### src/rtl/range_pkg.sv
// Shared types and default constants for the ultrasonic range sampler.
// The default cycle counts assume CLK_NS = 20.
package range_pkg;

  typedef enum logic [2:0] {
    S_IDLE,
    S_TRIG,
    S_WAIT,
    S_CHECK,
    S_ACCUM,
    S_RECOVER,
    S_HOLD
  } state_t;

  typedef logic [11:0] dist_t;

  localparam int CLK_NS          = 20;
  localparam int PERIOD_CYC_DEF  = 3_000_000;
  localparam int TIMEOUT_CYC_DEF = 2_500_000;
  localparam int MIN_MM_DEF      = 20;
  localparam int MAX_MM_DEF      = 4000;

endpackage

### src/rtl/avg_ring.sv
// Moving-average ring of 2^AVG_LOG2 samples with a running sum.
// mean/full are look-ahead values: what the window holds once this cycle's push lands.
module avg_ring
  import range_pkg::*;
#(
  parameter int AVG_LOG2 = 2
) (
  input  logic  clk,
  input  logic  rst,
  input  logic  clear,
  input  logic  push,
  input  dist_t sample,
  output dist_t mean,
  output logic  full
);

  localparam int DEPTH = 1 << AVG_LOG2;
  localparam int SW    = 12 + AVG_LOG2;
  localparam int FW    = $clog2(DEPTH + 1);
  localparam logic [FW-1:0] FILL_MAX = FW'(DEPTH);

  dist_t               ring_q [DEPTH];
  logic [AVG_LOG2-1:0] wr_q;
  logic [FW-1:0]       fill_q;
  logic [FW-1:0]       fill_nxt;
  logic [SW-1:0]       sum_q;
  logic [SW-1:0]       sum_nxt;

  // The sum always equals the sum of the ring entries, so the subtraction cannot underflow.
  always_comb begin
    sum_nxt  = sum_q - SW'(ring_q[wr_q]) + SW'(sample);
    fill_nxt = (fill_q == FILL_MAX) ? FILL_MAX : fill_q + 1'b1;
  end

  assign mean = dist_t'(sum_nxt >> AVG_LOG2);
  assign full = (fill_nxt == FILL_MAX);

  always_ff @(posedge clk or negedge rst) begin
    if (!rst) begin
      for (int i = 0; i < DEPTH; i++) ring_q[i] <= '0;
      wr_q   <= '0;
      fill_q <= '0;
      sum_q  <= '0;
    end else if (clear) begin
      for (int i = 0; i < DEPTH; i++) ring_q[i] <= '0;
      wr_q   <= '0;
      fill_q <= '0;
      sum_q  <= '0;
    end else if (push) begin
      ring_q[wr_q] <= sample;
      sum_q        <= sum_nxt;
      wr_q         <= wr_q + 1'b1;
      fill_q       <= fill_nxt;
    end
  end

endmodule

### src/rtl/range_sampler.sv
// Periodic measurement scheduler for the ultrasonic ranger: triggers, times out,
// range-filters and averages results, then offers them over a valid/ready port.
module range_sampler
  import range_pkg::*;
#(
  parameter int PERIOD_CYC  = PERIOD_CYC_DEF,
  parameter int TIMEOUT_CYC = TIMEOUT_CYC_DEF,
  parameter int AVG_LOG2    = 2,
  parameter int MIN_MM      = MIN_MM_DEF,
  parameter int MAX_MM      = MAX_MM_DEF
) (
  input  logic        clk,
  input  logic        rst,
  input  logic        en,
  output logic        start_o,
  output logic        sensor_rst_n,
  input  logic        val_i,
  input  logic [11:0] dist_i,
  output logic [11:0] dist_o,
  output logic        dist_valid,
  input  logic        dist_ready,
  output logic        err_timeout,
  output logic        err_range,
  output logic        overrun,
  output state_t      state_dbg
);

  localparam int CW = $clog2(PERIOD_CYC);
  localparam logic [CW-1:0] PERIOD_LAST = CW'(PERIOD_CYC - 1);
  localparam logic [CW-1:0] TMO_LAST    = CW'(TIMEOUT_CYC - 1);
  localparam dist_t         MIN_D       = dist_t'(MIN_MM);
  localparam dist_t         MAX_D       = dist_t'(MAX_MM);

  state_t        state_q;
  state_t        state_nxt;
  logic [CW-1:0] period_cnt;
  logic [CW-1:0] tmo_cnt;
  dist_t         sample_q;
  logic          rec_cnt;
  logic          in_range;
  logic          push;
  logic          load;
  dist_t         mean;
  logic          full;

  assign state_dbg = state_q;
  assign in_range  = (sample_q >= MIN_D) && (sample_q <= MAX_D);
  assign load      = push & full;

  always_comb begin
    state_nxt    = state_q;
    start_o      = 1'b0;
    sensor_rst_n = 1'b1;
    err_timeout  = 1'b0;
    err_range    = 1'b0;
    push         = 1'b0;
    unique case (state_q)
      S_IDLE: if (en) state_nxt = S_TRIG;
      S_TRIG: begin
        start_o   = 1'b1;
        state_nxt = S_WAIT;
      end
      S_WAIT: begin
        if (val_i)                    state_nxt = S_CHECK;
        else if (tmo_cnt == TMO_LAST) state_nxt = S_RECOVER;
      end
      S_CHECK: begin
        if (in_range) begin
          state_nxt = S_ACCUM;
        end else begin
          err_range = 1'b1;
          state_nxt = S_HOLD;
        end
      end
      S_ACCUM: begin
        push      = 1'b1;
        state_nxt = S_HOLD;
      end
      S_RECOVER: begin
        sensor_rst_n = 1'b0;
        err_timeout  = ~rec_cnt;
        if (rec_cnt) state_nxt = S_HOLD;
      end
      S_HOLD: if (period_cnt == PERIOD_LAST) state_nxt = en ? S_TRIG : S_IDLE;
      default: state_nxt = S_IDLE;
    endcase
  end

  // Both counters read 0 during TRIG, so start pulses land exactly PERIOD_CYC apart.
  always_ff @(posedge clk or negedge rst) begin
    if (!rst) begin
      state_q    <= S_IDLE;
      period_cnt <= '0;
      tmo_cnt    <= '0;
      sample_q   <= '0;
      rec_cnt    <= 1'b0;
    end else begin
      state_q <= state_nxt;
      rec_cnt <= (state_q == S_RECOVER) && !rec_cnt;
      if (state_nxt == S_TRIG || state_q == S_IDLE) period_cnt <= '0;
      else                                          period_cnt <= period_cnt + 1'b1;
      if (state_nxt == S_TRIG)                             tmo_cnt <= '0;
      else if (state_q == S_TRIG || state_q == S_WAIT)     tmo_cnt <= tmo_cnt + 1'b1;
      if (state_q == S_WAIT && val_i) sample_q <= dist_i;
    end
  end

  avg_ring #(.AVG_LOG2(AVG_LOG2)) u_ring (
    .clk    (clk),
    .rst    (rst),
    .clear  (state_q == S_IDLE),
    .push   (push),
    .sample (sample_q),
    .mean   (mean),
    .full   (full)
  );

  // Handshake: dist_o is transferred on any cycle with dist_valid & dist_ready.
  // A new result always loads; it counts as an overrun only if the old one was not taken that cycle.
  always_ff @(posedge clk or negedge rst) begin
    if (!rst) begin
      dist_o     <= '0;
      dist_valid <= 1'b0;
      overrun    <= 1'b0;
    end else begin
      if (load) begin
        dist_o     <= mean;
        dist_valid <= 1'b1;
        if (dist_valid && !dist_ready) overrun <= 1'b1;
      end else if (dist_valid && dist_ready) begin
        dist_valid <= 1'b0;
      end
      if (state_q == S_IDLE) overrun <= 1'b0;
    end
  end

endmodule
### config.mk
export PLATFORM = sky130hd
export DESIGN_NAME = range_sampler
export DESIGN_NICKNAME = d
export VERILOG_FILES = /design/src/rtl/range_pkg.sv /design/src/rtl/avg_ring.sv /design/src/rtl/range_sampler.sv
export SDC_FILE = /design/constraint.sdc
export NUM_CORES = 1
export LEC_CHECK = 0
export ABC_CLOCK_PERIOD_IN_PS = 5510
export BUFFER_PORTS_ARGS = -buffer_cell sky130_fd_sc_hd__buf_2
export CORE_MARGIN = 3
export CORE_UTILIZATION = 51
export CTS_CLUSTER_DIAMETER = 120
export DETAILED_ROUTE_END_ITERATION = 6
export GPL_TIMING_DRIVEN = 0
export PLACE_DENSITY = 0.68
export SKIP_LAST_GASP = 1
export SLEW_MARGIN = 30
export SYNTH_ARGS = -nofsm -noshare
export SYNTH_HDL_FRONTEND = slang
export SYNTH_SLANG_ARGS = --single-unit
### constraint.sdc
create_clock -name clk -period 5.51 [get_ports clk]
set_input_delay 1.102 -clock clk [delete_from_list [all_inputs] [get_ports clk]]
set_output_delay 1.102 -clock clk [all_outputs]
set_load 0.02 [all_outputs]
* Word-level counts from Yosys, hierarchy flattened
Index checks and enable logic that the tools add are counted.
Word-level totals: RAM bits 0, bits in latches 0, memories 0, bits in read-only memories 0, output and inout bits 21, bits of input ports 17, flip-flop bits (word level) 141
Cells by class: multipliers 0, div/mod/pow operators 0, reductions and logical operators 17, equal/unequal tests 11, shifts and indexed selects 0, $add $sub $neg 6, order comparisons 4, muxes and demuxes 37, bitwise operators 3
Operators with widths (count):
- two-way mux 48 bit | 2
- two-way mux 22 bit | 3
- bitwise mux 48 bit | 1
- adder 22 x 1 -> 22 bit, second input constant | 2
- equality test 22 bit, second input constant | 2
- two-way mux 12 bit | 3
- two-way mux 14 bit | 2
- binary-select mux 12 bit (select 2 bit) | 1
- demux 12 bit (select 2 bit) | 1
- two-way mux 3 bit | 8
- one-hot mux 3 bit (7 select lines) | 1
- equality test 3 bit, second input constant | 5
- adder 14 x 12 -> 14 bit | 1
- subtractor 14 x 12 -> 14 bit | 1
- >= comparator 12 x 5 -> 1 bit, second input constant | 1
- less-or-equal comparator 12 bit, second input constant | 1
- two-way mux 1 bit | 12
- nonzero test 2 bit | 5
- equality test 3 x 1 -> 1 bit, second input constant | 2
- equality test 3 x 2 -> 1 bit, second input constant | 2
- logical AND 1 bit | 6
- two-way mux 2 bit | 3
- adder 3 x 1 -> 3 bit, second input constant | 1
- >= comparator 3 bit, second input constant | 1
- other kinds (9) | 11

* Depth between registers and ports, before layout
depth after elaboration 8, depth in mapped cells 13, mapped depth without buffers 11

* Cells and area by module
Synthesis repeated with hierarchy kept, for this count alone.
Unflattened totals: cell total of the unflattened synthesis 802, area, all modules 7728.7 um^2
By module, submodules not included:
- avg_ring | instances 1, cells an instance 472, area an instance 4219.0 um^2, sequential area each 1676.6 um^2
- range_sampler | instances 1, cells an instance 330, area an instance 3509.6 um^2, sequential area each 1851.8 um^2

* Least setup slack after synthesis
OpenSTA, ideal clock, no wires.
path type register -> register, start register u_ring.wr_q[0], end register dist_o[10], arrival time 3770 ps, cell stages (with the launch flop) 12, clock period less this slack 3894 ps, required time 5385 ps, buffers on the path 2, setup time 125 ps, path slack 1616 ps, cell sequence dfrtp_1 clkbuf_1 buf_1 mux4_2 fa_1 inv_1 ha_1 a2111oi_0 o21ai_0 a221oi_1 xnor2_1 mux2_2
Between the ends: cells in the longest elaborated chain, start to end 6
Ends and longest elaborated chain:
- start, declared | line avg_ring.sv:23 | logic [AVG_LOG2-1:0] wr_q;
- start signal, assigned | line avg_ring.sv:52 | wr_q <= wr_q + 1'b1;
- NOT 2 -> 3 bit (not written as such) | line avg_ring.sv:31 | sum_nxt = sum_q - SW'(ring_q[wr_q]) + SW'(sample);
- binary-select mux 12 bit (select 2 bit) | line avg_ring.sv:31
- two-way mux 12 bit (not written as such) (2 in a row) | line avg_ring.sv:31
- subtractor 14 x 12 -> 14 bit | line avg_ring.sv:31
- adder 14 x 12 -> 14 bit | line avg_ring.sv:31
- end signal, assigned | line range_sampler.sv:127 | dist_o <= mean;
- end, declared | line range_sampler.sv:19 | output logic [11:0] dist_o,
No other way between the ends. The select of a mux whose other input is x is not followed. A chain may end at the register's enable or synchronous reset.

* Final worst setup path
Ends and elaborated chain as after synthesis.

==> results.md <==
- The run finished with clean final reports.
- After detailed routing, the average wire length per cell comes to 17.97 microns.
- The number of hold buffers added after cts is 0.
- Summing over every cut layer, the via total after detailed routing is 6392.
- The startpoint identified for the worst register-to-register timing path is u_ring.wr_q[0].
- The fraction of the core area covered by cells at the end of the flow is 59.75%.
- Of the total power, the share spent switching nets is 46.45%.
- In this run the power spent charging and discharging nets is 2.739 mW.
- Grouping stages by cell kind, the critical path spends the most delay in buffers and inverters.
- The cell with the largest stage delay on the worst path is sky130_fd_sc_hd__buf_1.
- The analysis attributes to cell leakage a power of 4.012 nW.
- Synthesis produced a netlist with a net count of 883.
- The clock edge transition at the registers on the reported setup and hold paths is 60 ps.
- Measured along the x axis, the die boundary spans 129.9 microns.
- Once detail routing completed, the nets flagged for antenna violations numbered 0.
- Power comes to 5.895 mW.
- The largest fanout of any net on the critical path is 10.
- The worst setup path is of the register to register kind.
- Once routing completed, OpenROAD measured the worst setup slack at 961.8 ps.
- The first global-routing pass estimated 32060 microns of wire.
- The placed instances occupy a cell area of 8294 sq um.
- The effective utilization at floorplan is 53.10%.
- Setup total negative slack on the finished layout was measured at 0 ps.
- In this run the clock root is driven by a sky130_fd_sc_hd__clkbuf_16.
- The total core area is 14750 sq um.
- The number of standard-cell rows in the floorplan is 44.
- The final hold violation count is 0.
- The post-synthesis cell count is 832.
- The critical path goes through clkbuf_1 -> buf_1 -> mux4_2 -> fa_1 -> inv_1 -> ha_1 -> a2111oi_0 -> o21ai_0 -> a221oi_1 -> xnor2_1 -> mux2_2.
- The internal power is 3.157 mW.
- In this run the number of cells on the critical path is 11.
- STA classifies the critical path endpoint as a register.
- The count of flip-flops with a built-in enable after synthesis is 0.
- Counting instances, the worst hold path has a depth of 1.
- The achievable frequency is 0.2199 GHz.
- 38 I/O pins were placed.
- The number of nets in the finished design is 940.
- The path class of the tightest hold or removal check is register to register.
- The multi-input logic area is 3924 sq um.
- The global-route usage over all layers is 24.53%.
- Per report_power, the combinational group accounts for 55.0% of the total.
- The fill cell instance count of the final layout is 1255.
- The H-tree depth is 4.
- In this run, post-CTS repair resized a total of 0 instances.
- The initial antenna violation count is 0.
- The startpoint of the worst hold path is rec_cnt.
- The number of different library cells used by synthesis comes to 61.
- The number of storage elements in the synthesis netlist is 141.
- The antenna cell count is 0.
- The synthesized design spends more area on one cell type than any other, namely sky130_fd_sc_hd__dfrtp_1.
- After synthesis, the share of flip-flops with an asynchronous set or reset is 100.0%.
- After synthesis the cells add up to 7835 sq um.
- The half-perimeter wire length after detailed placement is 13700 microns.
- The buffer and inverter count on the worst path is 3.
- By area the synthesized netlist is led by sky130_fd_sc_hd__dfrtp_1, sky130_fd_sc_hd__o21ai_0, sky130_fd_sc_hd__nand2_1.
- The number of clock buffers inserted by TritonCTS is 17.
- The remaining global-route overflow is 0.
- Of the total power, registers draw 27.6%.
- The largest single stage delay on the critical path is 660 ps.
- The die is 129.9 microns tall.
- Setup repair after global routing left no endpoint under its margin.
- The number of cells on the worst reg-to-reg path is 11.
- For this run, design rule violations remaining after detail routing come to 0.
- For this block, the initial DRC count from the detailed router was 550.
- The number of pins exceeding their max-slew limit in the final report is 0.
- The data arrival at the endpoint of the critical path is 4860 ps.
- The count of TritonRoute iterations in the first routing pass is 5.
- Using the TritonRoute via totals, the vias-per-cell ratio works out to 5.891.
- The number of global-route vias before repair is 6249.
- The area share of the leading cell type in the synthesized netlist is 45.03%.
- The post-layout instance area is 8816 sq um.
- The number of setup buffers added after CTS is 0.
- The clock network burns 17.4% of the power.
- The worst hold endpoint is rec_cnt.
- The relative slew slack is 35.82%.
- The launching element type of the critical path is a register.
- At the placement stage, the worst setup path has a slack of 991.9 ps.
- Summed over all layers, the routed wires come to 19500 microns.
- For the pin with the worst max-slew slack, the measured transition is 957.0 ps.
- The number of warnings reported in the yosys synthesis log is 0.
- The clock sink count is 141.
- The clock period could shrink to 4548 ps.
- The endpoint required time on the critical path is 5820 ps.
- The count of non-filler cells in the finished layout is 1085.
- The average instance area after synthesis is 9.417 sq um.
- The clock passes through at most 2 buffers.
- Setup violations remaining at the end of the flow were counted as 0.
- The final cycle utilization of the critical path is 82.54%.
- Entering global routing, the biggest net connects 78 pins.
- The signed area change from the synthesized netlist to the final layout is 12.52%.
- The endpoint of the worst-slack reg-to-reg timing path is dist_o[10].
- The number of cells in the design after placement is 1054.
- The clock skew after layout is 8.327 ps.
- The TritonCTS clock tree is built.
- The floorplan step defined a die boundary enclosing 16890 sq um.
- The fraction of final layout cells with drive strength greater than 1 is 11.76%.
- The congestion estimate from routability-driven global placement came to 0.8806.
- For this run, the leading register cell type out of synthesis is sky130_fd_sc_hd__dfrtp_1.
- In this run the register-to-register setup slack is 960 ps.
- During placement, the flow inserted port buffers numbering 37.
- The minimum hold slack is 467.3 ps.
- IR analysis of the VDD net gives a maximum drop of 0.0007484 V.
- The number of max-cap violations is 0.
- Power spread over the standard cell area amounts to 668.7 nW/um^2.
- The source-to-sink clock delay at the later pin of the worst-skew pair is 430 ps.
- The register area is 3528 sq um.
- The fraction of the yosys area taken by sequential cells is 45.03%.
-- layer usage --
metal | vias up | global-route usage, % | wire length (microns)
met1 | 3163 | 34.50 | 8599
li1 | 2960 | - | -
met4 | 0 | 7.946 | 338
met5 | - | 0 | 0
met2 | 238 | 38.03 | 9300
met3 | 31 | 5.649 | 1263
-- cells in the final DEF (no fill, tap or decap), types with 9 or more instances in the layout --
cell type,n
sky130_fd_sc_hd__a21oi_1,36
sky130_fd_sc_hd__a31oi_1,23
sky130_fd_sc_hd__and3_1,9
sky130_fd_sc_hd__buf_2,44
sky130_fd_sc_hd__clkbuf_1,31
sky130_fd_sc_hd__clkbuf_16,17
sky130_fd_sc_hd__dfrtp_1,141
sky130_fd_sc_hd__fa_1,12
sky130_fd_sc_hd__ha_1,22
sky130_fd_sc_hd__inv_1,57
sky130_fd_sc_hd__mux4_2,12
sky130_fd_sc_hd__nand2_1,112
sky130_fd_sc_hd__nand3_1,18
sky130_fd_sc_hd__nand4_1,10
sky130_fd_sc_hd__nor2_1,62
sky130_fd_sc_hd__nor2b_1,44
sky130_fd_sc_hd__o21ai_0,86
sky130_fd_sc_hd__xnor2_1,26
sky130_fd_sc_hd__xor2_1,27
-- cells by family after synthesis --
kind of cell,count (synthesis),share of synthesized area [%]
buf+inv,99,4.967
xor+xnor,54,6.212
compound gates,180,13.30
mux,21,4.647
simple gates,303,19.26
flops,141,45.03
fa+ha+maj,34,6.579
-- flip-flops by register name, summed over array words and instances, names as in the netlist --
name,cells
u_ring.ring_q,48
tmo_cnt,22
period_cnt,22
dist_o,12
u_ring.fill_q,3
sample_q,12
dist_valid,1
rec_cnt,1
u_ring.wr_q,2
u_ring.sum_q,14
overrun,1
state_dbg,3
-- worst max path at each step --
stage	slack [ps]	startpoint	end
floorplan	1620	u_ring.wr_q[0]	dist_o[10]
global placement	1000	u_ring.wr_q[0]	dist_o[10]
detailed placement	990	u_ring.wr_q[0]	dist_o[10]
CTS	950	u_ring.wr_q[0]	dist_o[10]
global route	660	u_ring.wr_q[0]	dist_o[10]
finish	960	u_ring.wr_q[0]	dist_o[10]
-- worst register-to-register path: stages (launching register included) --
cell and delay (ps):
sky130_fd_sc_hd__dfrtp_1 380, sky130_fd_sc_hd__clkbuf_1 370, sky130_fd_sc_hd__buf_1 660, sky130_fd_sc_hd__mux4_2 660
sky130_fd_sc_hd__fa_1 510, sky130_fd_sc_hd__inv_1 40, sky130_fd_sc_hd__ha_1 340, sky130_fd_sc_hd__a2111oi_0 410
sky130_fd_sc_hd__o21ai_0 280, sky130_fd_sc_hd__a221oi_1 380, sky130_fd_sc_hd__xnor2_1 130, sky130_fd_sc_hd__mux2_2 270
-- cells in the mapped netlist (5+ instances only) --
master                     instances
sky130_fd_sc_hd__nor4b_1           5
sky130_fd_sc_hd__a31oi_1          23
sky130_fd_sc_hd__nand4_1          10
sky130_fd_sc_hd__buf_2             8
sky130_fd_sc_hd__nand2_1         112
sky130_fd_sc_hd__a21o_1            6
sky130_fd_sc_hd__o21ai_0          86
sky130_fd_sc_hd__mux4_2           12
sky130_fd_sc_hd__xnor2_1          26
sky130_fd_sc_hd__and2_1            5
sky130_fd_sc_hd__a21oi_1          36
sky130_fd_sc_hd__and3_1            9
sky130_fd_sc_hd__nand3_1          18
sky130_fd_sc_hd__dfrtp_1         141
sky130_fd_sc_hd__nor3_1            7
sky130_fd_sc_hd__mux2i_1           6
sky130_fd_sc_hd__xor2_1           27
sky130_fd_sc_hd__inv_1            57
sky130_fd_sc_hd__clkbuf_1         27
sky130_fd_sc_hd__fa_1             12
sky130_fd_sc_hd__ha_1             22
sky130_fd_sc_hd__buf_1             5
sky130_fd_sc_hd__nor2_1           62
sky130_fd_sc_hd__nor2b_1          44
-- power by group through the flow --
stage                     clock [mW]  sequential [mW]  combinational (mW)
final                           1.03             1.63                3.24
after global routing            1.10             1.66                3.61
after CTS                       1.04             1.62                3.21
after detailed placement           0             1.63                3.16
after global placement             0             1.61                3.05
after floorplan                    0             1.57                2.34
-- area by class of cell --
| type | count | share of cell area [%] |
|---|---|---|
| sequential | 141 | 40.02 |
| buffer | 41 | 1.944 |
| timing repair buffer | 38 | 2.526 |
| clock inverter | 7 | 0.4542 |
| clock buffer | 24 | 5.464 |
| multi-input combinational | 592 | 44.51 |
| inverter | 58 | 2.469 |
| tap | 184 | 2.611 |
Note: power is estimated with default switching activity, not from simulation.
